## src/rtl/weight_addr_tiled_pkg.sv

```systemverilog
// Shared widths, mode encodings and FSM state type for the tiled weight
// address generator.
package weight_addr_tiled_pkg;

  localparam int ADDR_SIZE        = 16;
  localparam int KERNEL_SIZE      = 4;
  localparam int CHANNELS_SIZE    = 8;
  localparam int KERNEL_NUMS_SIZE = 8;

  localparam logic WADDR_MODE_LINEAR = 1'b0;
  localparam logic WADDR_MODE_PE     = 1'b1;

  typedef enum logic [1:0] {
    S_IDLE,
    S_SETUP,
    S_RUN,
    S_DONE
  } waddr_state_e;

  function automatic int ceil_div(input int a, input int b);
    return (a + b - 1) / b;
  endfunction

endpackage

```

## src/rtl/weight_addr_cnt.sv

```systemverilog
// Generic wrap counter: counts 0..limit-1 on en, flags the terminal count and
// pulses wrap when the terminal count is consumed.
module weight_addr_cnt #(
  parameter int W = 8
) (
  input  logic         clk,
  input  logic         rstn,
  input  logic         clr,
  input  logic         en,
  input  logic [W-1:0] limit,
  output logic         last,
  output logic         wrap
);

  localparam logic [W-1:0] ONE = W'(1);

  logic [W-1:0] cnt;

  assign last = (cnt == limit - ONE);
  assign wrap = en & last;

  always_ff @(posedge clk or negedge rstn) begin
    if (!rstn)      cnt <= '0;
    else if (clr)   cnt <= '0;
    else if (en)    cnt <= last ? '0 : cnt + ONE;
  end

endmodule

```

## src/rtl/weight_addr_tiled.sv

```systemverilog
// Weight-memory read address generator for one conv layer, linear or
// interleaved across PE_COLS kernels, with a valid/ready output.
module weight_addr_tiled
  import weight_addr_tiled_pkg::*;
#(
  parameter int ADDR_W  = ADDR_SIZE,
  parameter int KSIZE_W = KERNEL_SIZE,
  parameter int CH_W    = CHANNELS_SIZE,
  parameter int KNUM_W  = KERNEL_NUMS_SIZE,
  parameter int PE_COLS = 4
) (
  input  logic               clk,
  input  logic               rstn,
  input  logic               start,
  input  logic               mode,
  input  logic [ADDR_W-1:0]  base_addr,
  input  logic [KSIZE_W-1:0] kernel_size,
  input  logic [CH_W-1:0]    channels,
  input  logic [KNUM_W-1:0]  kernel_nums,
  input  logic               o_ready,
  output logic [ADDR_W-1:0]  o_addr,
  output logic               o_valid,
  output logic               o_last,
  output logic               busy,
  output logic               done
);

  localparam int EW = 2 * KSIZE_W + CH_W;
  localparam int LW = $clog2(PE_COLS + 1);
  localparam logic [ADDR_W-1:0] AONE = ADDR_W'(1);

  waddr_state_e state, nstate;

  logic               mode_r;
  logic [ADDR_W-1:0]  base_r;
  logic [KSIZE_W-1:0] k_r;
  logic [CH_W-1:0]    c_r;
  logic [KNUM_W-1:0]  n_r;

  logic [EW-1:0]      e_r;
  logic [ADDR_W-1:0]  e_step_r;
  logic [ADDR_W-1:0]  grp_step_r;
  logic [KNUM_W-1:0]  grp_lim_r;
  logic [LW-1:0]      lanes_full_r;
  logic [LW-1:0]      lanes_last_r;

  logic [ADDR_W-1:0]  addr_r, row_r, grp_r;

  logic [EW-1:0]      e_calc;
  logic               zero_c;
  logic               fire;
  logic [LW-1:0]      lane_lim;
  logic               lane_last, lane_wrap;
  logic               elem_last, elem_wrap;
  logic               grp_last, grp_wrap;

  assign e_calc = EW'(k_r) * EW'(k_r) * EW'(c_r);
  assign zero_c = (k_r == '0) || (c_r == '0) || (n_r == '0);
  assign fire   = (state == S_RUN) && o_ready;

  // Only the final group may be partially populated; its lane count is
  // precomputed so empty lanes are skipped without bubbles.
  assign lane_lim = grp_last ? lanes_last_r : lanes_full_r;

  // Linear mode is the interleaved walk with a single lane and step E.
  weight_addr_cnt #(.W(LW)) u_lane_cnt (
    .clk  (clk),
    .rstn (rstn),
    .clr  (state == S_SETUP),
    .en   (fire),
    .limit(lane_lim),
    .last (lane_last),
    .wrap (lane_wrap)
  );

  weight_addr_cnt #(.W(EW)) u_elem_cnt (
    .clk  (clk),
    .rstn (rstn),
    .clr  (state == S_SETUP),
    .en   (lane_wrap),
    .limit(e_r),
    .last (elem_last),
    .wrap (elem_wrap)
  );

  weight_addr_cnt #(.W(KNUM_W)) u_grp_cnt (
    .clk  (clk),
    .rstn (rstn),
    .clr  (state == S_SETUP),
    .en   (elem_wrap),
    .limit(grp_lim_r),
    .last (grp_last),
    .wrap (grp_wrap)
  );

  always_ff @(posedge clk or negedge rstn) begin
    if (!rstn) state <= S_IDLE;
    else       state <= nstate;
  end

  always_comb begin
    nstate = state;
    case (state)
      S_IDLE:  if (start) nstate = S_SETUP;
      S_SETUP: nstate = zero_c ? S_DONE : S_RUN;
      S_RUN:   if (grp_wrap) nstate = S_DONE;
      S_DONE:  nstate = S_IDLE;
      default: nstate = S_IDLE;
    endcase
  end

  always_ff @(posedge clk or negedge rstn) begin
    if (!rstn) begin
      mode_r       <= WADDR_MODE_LINEAR;
      base_r       <= '0;
      k_r          <= '0;
      c_r          <= '0;
      n_r          <= '0;
      e_r          <= '0;
      e_step_r     <= '0;
      grp_step_r   <= '0;
      grp_lim_r    <= '0;
      lanes_full_r <= '0;
      lanes_last_r <= '0;
    end else begin
      if (state == S_IDLE && start) begin
        mode_r <= mode;
        base_r <= base_addr;
        k_r    <= kernel_size;
        c_r    <= channels;
        n_r    <= kernel_nums;
      end
      if (state == S_SETUP) begin
        e_r      <= e_calc;
        e_step_r <= ADDR_W'(e_calc);
        if (mode_r == WADDR_MODE_PE) begin
          grp_lim_r    <= KNUM_W'(ceil_div(int'(n_r), PE_COLS));
          lanes_full_r <= LW'(PE_COLS);
          lanes_last_r <= LW'(int'(n_r) - (ceil_div(int'(n_r), PE_COLS) - 1) * PE_COLS);
          grp_step_r   <= ADDR_W'(PE_COLS * int'(e_calc));
        end else begin
          grp_lim_r    <= n_r;
          lanes_full_r <= LW'(1);
          lanes_last_r <= LW'(1);
          grp_step_r   <= ADDR_W'(e_calc);
        end
      end
    end
  end

  // grp_r: first address of the current group; row_r: lane 0 of the current
  // element; addr_r: the beat on the output.
  always_ff @(posedge clk or negedge rstn) begin
    if (!rstn) begin
      addr_r <= '0;
      row_r  <= '0;
      grp_r  <= '0;
    end else if (state == S_SETUP) begin
      addr_r <= base_r;
      row_r  <= base_r;
      grp_r  <= base_r;
    end else if (fire && !grp_wrap) begin
      if (elem_wrap) begin
        grp_r  <= grp_r + grp_step_r;
        row_r  <= grp_r + grp_step_r;
        addr_r <= grp_r + grp_step_r;
      end else if (lane_wrap) begin
        row_r  <= row_r + AONE;
        addr_r <= row_r + AONE;
      end else begin
        addr_r <= addr_r + e_step_r;
      end
    end
  end

  assign o_addr  = addr_r;
  assign o_valid = (state == S_RUN);
  assign o_last  = (state == S_RUN) && lane_last && elem_last && grp_last;
  assign busy    = (state == S_SETUP) || (state == S_RUN);
  assign done    = (state == S_DONE);

endmodule

```

## config.mk

```make
export PLATFORM = sky130hd
export DESIGN_NAME = weight_addr_tiled
export DESIGN_NICKNAME = d
export VERILOG_FILES = /design/src/rtl/weight_addr_tiled_pkg.sv /design/src/rtl/weight_addr_cnt.sv /design/src/rtl/weight_addr_tiled.sv
export SDC_FILE = /design/constraint.sdc
export NUM_CORES = 1
export LEC_CHECK = 0
export BUFFER_PORTS_ARGS = -buffer_cell sky130_fd_sc_hd__buf_2
export CAP_MARGIN = 10
export CORE_AREA = 2 2 153 169
export CTS_CLUSTER_SIZE = 12
export DETAILED_ROUTE_END_ITERATION = 6
export DIE_AREA = 0 0 155 171
export PLACE_DENSITY = 0.74
export SYNTH_ARGS = -nofsm -noshare
export SYNTH_HDL_FRONTEND = slang
export SYNTH_SLANG_ARGS = --single-unit
```

## constraint.sdc

```tcl
create_clock -name clk -period 7.4 [get_ports clk]
set_input_delay 0.37 -clock clk [delete_from_list [all_inputs] [get_ports clk]]
set_output_delay 0.37 -clock clk [all_outputs]
set_load 0.1 [all_outputs]
```

==> impl_results.html <==
<table>
<tr><th>Metric</th><th>Value</th></tr>
<tr><th colspan="2">Setup path</th></tr>
<tr><td>Startpoint of the most critical register-to-register path</td><td>k_r[0]</td></tr>
<tr><td>Critical path start-end classification</td><td>flop to flop</td></tr>
<tr><td>Startpoint kind of the worst setup timing path</td><td>flop</td></tr>
<tr><td>Start point of the critical path</td><td>k_r[0]</td></tr>
<tr><td>Logic depth of the worst register-to-register path</td><td>22</td></tr>
<tr><td>Required time worst endpoint</td><td>7.78 ns</td></tr>
<tr><td>Arrival time at the worst endpoint</td><td>6.65 ns</td></tr>
<tr><td>Max FO, Critical Path</td><td>20</td></tr>
<tr><td>Biggest cell delay along the critical path</td><td>0.65 ns</td></tr>
<tr><td>FF-to-FF End</td><td>grp_step_r[14]</td></tr>
<tr><td>Kind of capture point of the worst setup path</td><td>flop</td></tr>
<tr><td>Most used cell along the critical path</td><td>sky130_fd_sc_hd__fa_1</td></tr>
<tr><td>Worst path cell trace</td><td>and3_1, inv_1, fa_1, inv_1, a21o_1, a21oi_1, xnor2_1, and2_1, fa_1, fa_1, inv_1, fa_1, fa_1, inv_1, ha_1, a21boi_0, o21ai_0, a21boi_0, o21a_1, o211ai_1, a2111o_1, nand3_1</td></tr>
<tr><td>Register-to-register setup slack</td><td>1.13 ns</td></tr>
<tr><td>Critical path capture point</td><td>grp_step_r[14]</td></tr>
<tr><td>Slowest cell on the critical path</td><td>sky130_fd_sc_hd__dfrtp_1</td></tr>
<tr><th colspan="2">STA</th></tr>
<tr><td>Min setup slack post-route</td><td>1.13 ns</td></tr>
<tr><td>Peak clock frequency supported by timing</td><td>159 MHz</td></tr>
<tr><td>Hold WS</td><td>0.0246 ns</td></tr>
<tr><td>Max-slew violation count</td><td>0</td></tr>
<tr><td>Tcrit/Tclk final</td><td>84.8%</td></tr>
<tr><td>Clock Skews</td><td>0.0118 ns</td></tr>
<tr><td>Number of failing hold endpoints at the final stage</td><td>0</td></tr>
<tr><td>Fin Setup TNS</td><td>0 ns</td></tr>
<tr><td>Endpoints failing setup</td><td>0</td></tr>
<tr><td>Max-slew headroom</td><td>31.0%</td></tr>
<tr><td>Setup repair after global routing missed its margin</td><td>false</td></tr>
<tr><td>Min Clock Period, post-route</td><td>6.27 ns</td></tr>
<tr><td>Slew @ Worst Pin</td><td>1.03 ns</td></tr>
<tr><th colspan="2">Die</th></tr>
<tr><td># IOs</td><td>61</td></tr>
<tr><td>Die height</td><td>171 um</td></tr>
<tr><td>Die Width</td><td>155 um</td></tr>
<tr><td>Full die area</td><td>26500 sq um</td></tr>
<tr><td>Area of the core</td><td>25000 sq um</td></tr>
<tr><td>Std-Cell Rows</td><td>61</td></tr>
<tr><td>Initial Utilization</td><td>49.0%</td></tr>
<tr><th colspan="2">Flow run</th></tr>
<tr><td>Number of max-cap violations</td><td>0</td></tr>
<tr><th colspan="2">Synthesis</th></tr>
<tr><td>Simple-gate portion of the synthesized area</td><td>18.4%</td></tr>
<tr><td>Per-instance average area after synthesis</td><td>9.07 sq um</td></tr>
<tr><td>Proportion of register bits with asynchronous set or reset after synthesis</td><td>100%</td></tr>
<tr><td>Netlist Area Pre-Place</td><td>12200 sq um</td></tr>
<tr><td>Post-synthesis xor/xnor area fraction</td><td>5.88%</td></tr>
<tr><td>Count of flip-flops with a built-in enable after synthesis</td><td>0</td></tr>
<tr><td>Largest family of logic cells by synthesized area</td><td>simple AND/OR/NAND/NOR gates</td></tr>
<tr><td>Share of the synthesized area in compound gates (AO/OA/AOI/OAI)</td><td>15.9%</td></tr>
<tr><td>Sequential fraction of the synthesis area</td><td>32.6%</td></tr>
<tr><td>Prevailing post-synth register cell</td><td>sky130_fd_sc_hd__dfrtp_1</td></tr>
<tr><td>Adder-cell share of the synthesized area</td><td>13.6%</td></tr>
<tr><td>Net count of the mapped netlist</td><td>1502</td></tr>
<tr><td>Yosys cell types</td><td>73</td></tr>
<tr><td>Share of synthesized area spent on multiplexers</td><td>8.47%</td></tr>
<tr><td>Post-Syn Instances</td><td>1347</td></tr>
<tr><td>Number of synthesis warnings</td><td>0</td></tr>
<tr><td>Flop and latch count out of synthesis</td><td>159</td></tr>
<tr><th colspan="2">Detailed routing</th></tr>
<tr><td>Via count</td><td>10200</td></tr>
<tr><td>Count of nets left with antenna violations after detail routing</td><td>0</td></tr>
<tr><td>Average vias per placed instance</td><td>5.98</td></tr>
<tr><td>DRC violation count after routing</td><td>0</td></tr>
<tr><td>First drt pass iteration count</td><td>5</td></tr>
<tr><td>Number of design-rule violations left by the first detailed-router iteration</td><td>828</td></tr>
<tr><td>Routed Wire Length</td><td>30400 um</td></tr>
<tr><td>Wire length per cell after detailed routing</td><td>17.8 um</td></tr>
<tr><th colspan="2">Placement</th></tr>
<tr><td>Final GP Congestion</td><td>0.877</td></tr>
<tr><td>HPWL after DPL</td><td>22600 um</td></tr>
<tr><td>Number of buffers inserted by port buffering</td><td>60</td></tr>
<tr><td>Pre-CTS setup slack</td><td>1.18 ns</td></tr>
<tr><th colspan="2">Cells and area</th></tr>
<tr><td>Proportion of layout cells with a drive suffix above 1</td><td>13.6%</td></tr>
<tr><td>Layout net count</td><td>1529</td></tr>
<tr><td>Seq. cell area</td><td>3980 sq um</td></tr>
<tr><td>Number of fillers in the final layout</td><td>2238</td></tr>
<tr><td>Leading cell types in the layout, fill and taps excluded</td><td>sky130_fd_sc_hd__dfrtp_1 (159), sky130_fd_sc_hd__nand2_1 (102), sky130_fd_sc_hd__inv_1 (101)</td></tr>
<tr><td>Final standard cell utilization of the core</td><td>53.5%</td></tr>
<tr><td>Area occupied by multi-input gates</td><td>7640 sq um</td></tr>
<tr><td>Commonest non-fill, non-tap cell in the layout</td><td>sky130_fd_sc_hd__dfrtp_1</td></tr>
<tr><td>Layout Area Growth over Synthesis</td><td>9.27%</td></tr>
<tr><td>Diode insertion count for antenna repair</td><td>0</td></tr>
<tr><th colspan="2">Hold path</th></tr>
<tr><td>Class of the worst hold path</td><td>input pin to async pin</td></tr>
<tr><th colspan="2">Clocking</th></tr>
<tr><td>Clock input transition at the sequential cells of the worst setup and hold paths</td><td>0.07 ns</td></tr>
<tr><td>Clock sinks</td><td>159</td></tr>
<tr><td>H-tree depth reported by CTS</td><td>4</td></tr>
<tr><td>Bufs on Longest Clock Path</td><td>2</td></tr>
<tr><td>Post-cts hold buffer count</td><td>0</td></tr>
<tr><td>Quantity of gates resized following cts</td><td>0</td></tr>
<tr><td>Number of clock buffers inserted by TritonCTS</td><td>17</td></tr>
<tr><td>Cell at the root of the clock tree</td><td>sky130_fd_sc_hd__clkbuf_16</td></tr>
<tr><td>Insertion delay of the later-clocked pin in the worst-skew pair</td><td>0.45 ns</td></tr>
<tr><td>CTS tree</td><td>done</td></tr>
<tr><td>Setup Buffers After CTS</td><td>0</td></tr>
<tr><th colspan="2">Global route</th></tr>
<tr><td>Global-route usage over all layers</td><td>23.6%</td></tr>
<tr><td>Number of antenna violations at the first check in global routing</td><td>0</td></tr>
<tr><td>Largest net degree at the start of global routing</td><td>106</td></tr>
<tr><td>GRT Residual Overflow</td><td>0</td></tr>
<tr><td>Global-route wire length before repair</td><td>49800 um</td></tr>
<tr><td>Via count of the first global-routing pass</td><td>9674</td></tr>
<tr><th colspan="2">Status</th></tr>
<tr><td>Status</td><td>finished, final reports clean</td></tr>
</table>
## worst min path at each step
stage / cells past startpoint / slack (ns) / to / from
finish: 1 / 0.02 / u_elem_cnt.cnt[7] / rstn
CTS: 1 / 0.10 / u_elem_cnt.cnt[2] / rstn
detailed placement: 1 / 0.48 / grp_step_r[0] / grp_step_r[0]
global placement: 1 / 0.48 / grp_step_r[0] / grp_step_r[0]
global route: 1 / 0.13 / u_elem_cnt.cnt[2] / rstn
floorplan: 0 / 0.07 / base_r[0] / rstn
## critical path: cells and delay by family (launching register included)
kind / cells / cell delay, ns
fa+ha+maj: 6 / 2.71
compound gates: 8 / 1.57
flops: 1 / 0.65
simple gates: 3 / 0.57
xor+xnor: 1 / 0.46
buf+inv: 4 / 0.24
## per-layer routing
layer	vias to the layer above	part of all wire (%)	GRT usage (%)
li1	4844	-	-
met2	345	47	37.9
met5	-	0	0
met3	48	5.8	3.70
met1	4935	45	32.2
met4	0	2.5	8.90
## cell families (layout without fill, tap and decap cells)
kind of cell,count (synthesis),after routing
multiplexers,95,95
adder cells (fa/ha/maj),114,114
AND/OR/NAND/NOR,441,441
buffers and inverters,163,203
XOR/XNOR,82,82
flip-flops,159,159
AO/OA/AOI/OAI,293,293
## cells in the mapped netlist, drive strengths merged (8+ instances only)
master / number / area share (%)
o31ai: 9 / 0.55
mux2: 67 / 6.2
a211oi: 11 / 0.78
nand2: 104 / 3.3
and2: 39 / 2.0
o21ai: 61 / 2.5
nor3: 37 / 1.5
fa: 32 / 5.2
nor2b: 19 / 0.97
clkbuf: 49 / 1.5
dfrtp: 159 / 33
or3: 15 / 0.77
nor2: 80 / 2.5
nand2b: 12 / 0.61
a31oi: 17 / 0.87
nor4: 8 / 0.41
xnor2: 50 / 3.6
xor2: 32 / 2.3
a21o: 18 / 1.1
inv: 101 / 3.1
buf: 13 / 0.51
ha: 82 / 8.4
o41ai: 15 / 1.2
o211ai: 12 / 0.74
mux2i: 28 / 2.3
and3: 28 / 1.4
o21a: 11 / 0.68
a21oi: 81 / 3.3
nand3: 57 / 2.3
## layout make-up
type                            count  share of cell area [%]
Inverter                          101                    2.84
Timing Repair Buffer               70                    2.86
Multi-Input combinational cell   1025                    57.2
Clock buffer                       17                    3.19
Tap cell                          315                    2.95
Sequential cell                   159                    29.8
Clock inverter                     15                    1.14
## flip-flops by register name, indices dropped and copies added, names as in the netlist, 4 cells and up
| register | cells |
|---|---|
| u_grp_cnt.cnt | 8 |
| grp_step_r | 16 |
| u_elem_cnt.cnt | 16 |
| n_r | 8 |
| grp_r | 16 |
| row_r | 16 |
| k_r | 4 |
| o_addr | 16 |
| base_r | 16 |
| grp_lim_r | 8 |
| e_step_r | 16 |
| c_r | 8 |
## metrics by stage
step	area, sq um	std cells
floorplan	12200	1347
global route	13400	1702
detailed placement	12800	1670
global placement	12800	1670
finish	13400	1702
CTS	13400	1702
Power is not shown: default switching activity piles up to over one toggle a cycle in this logic, so the estimate is an artifact.
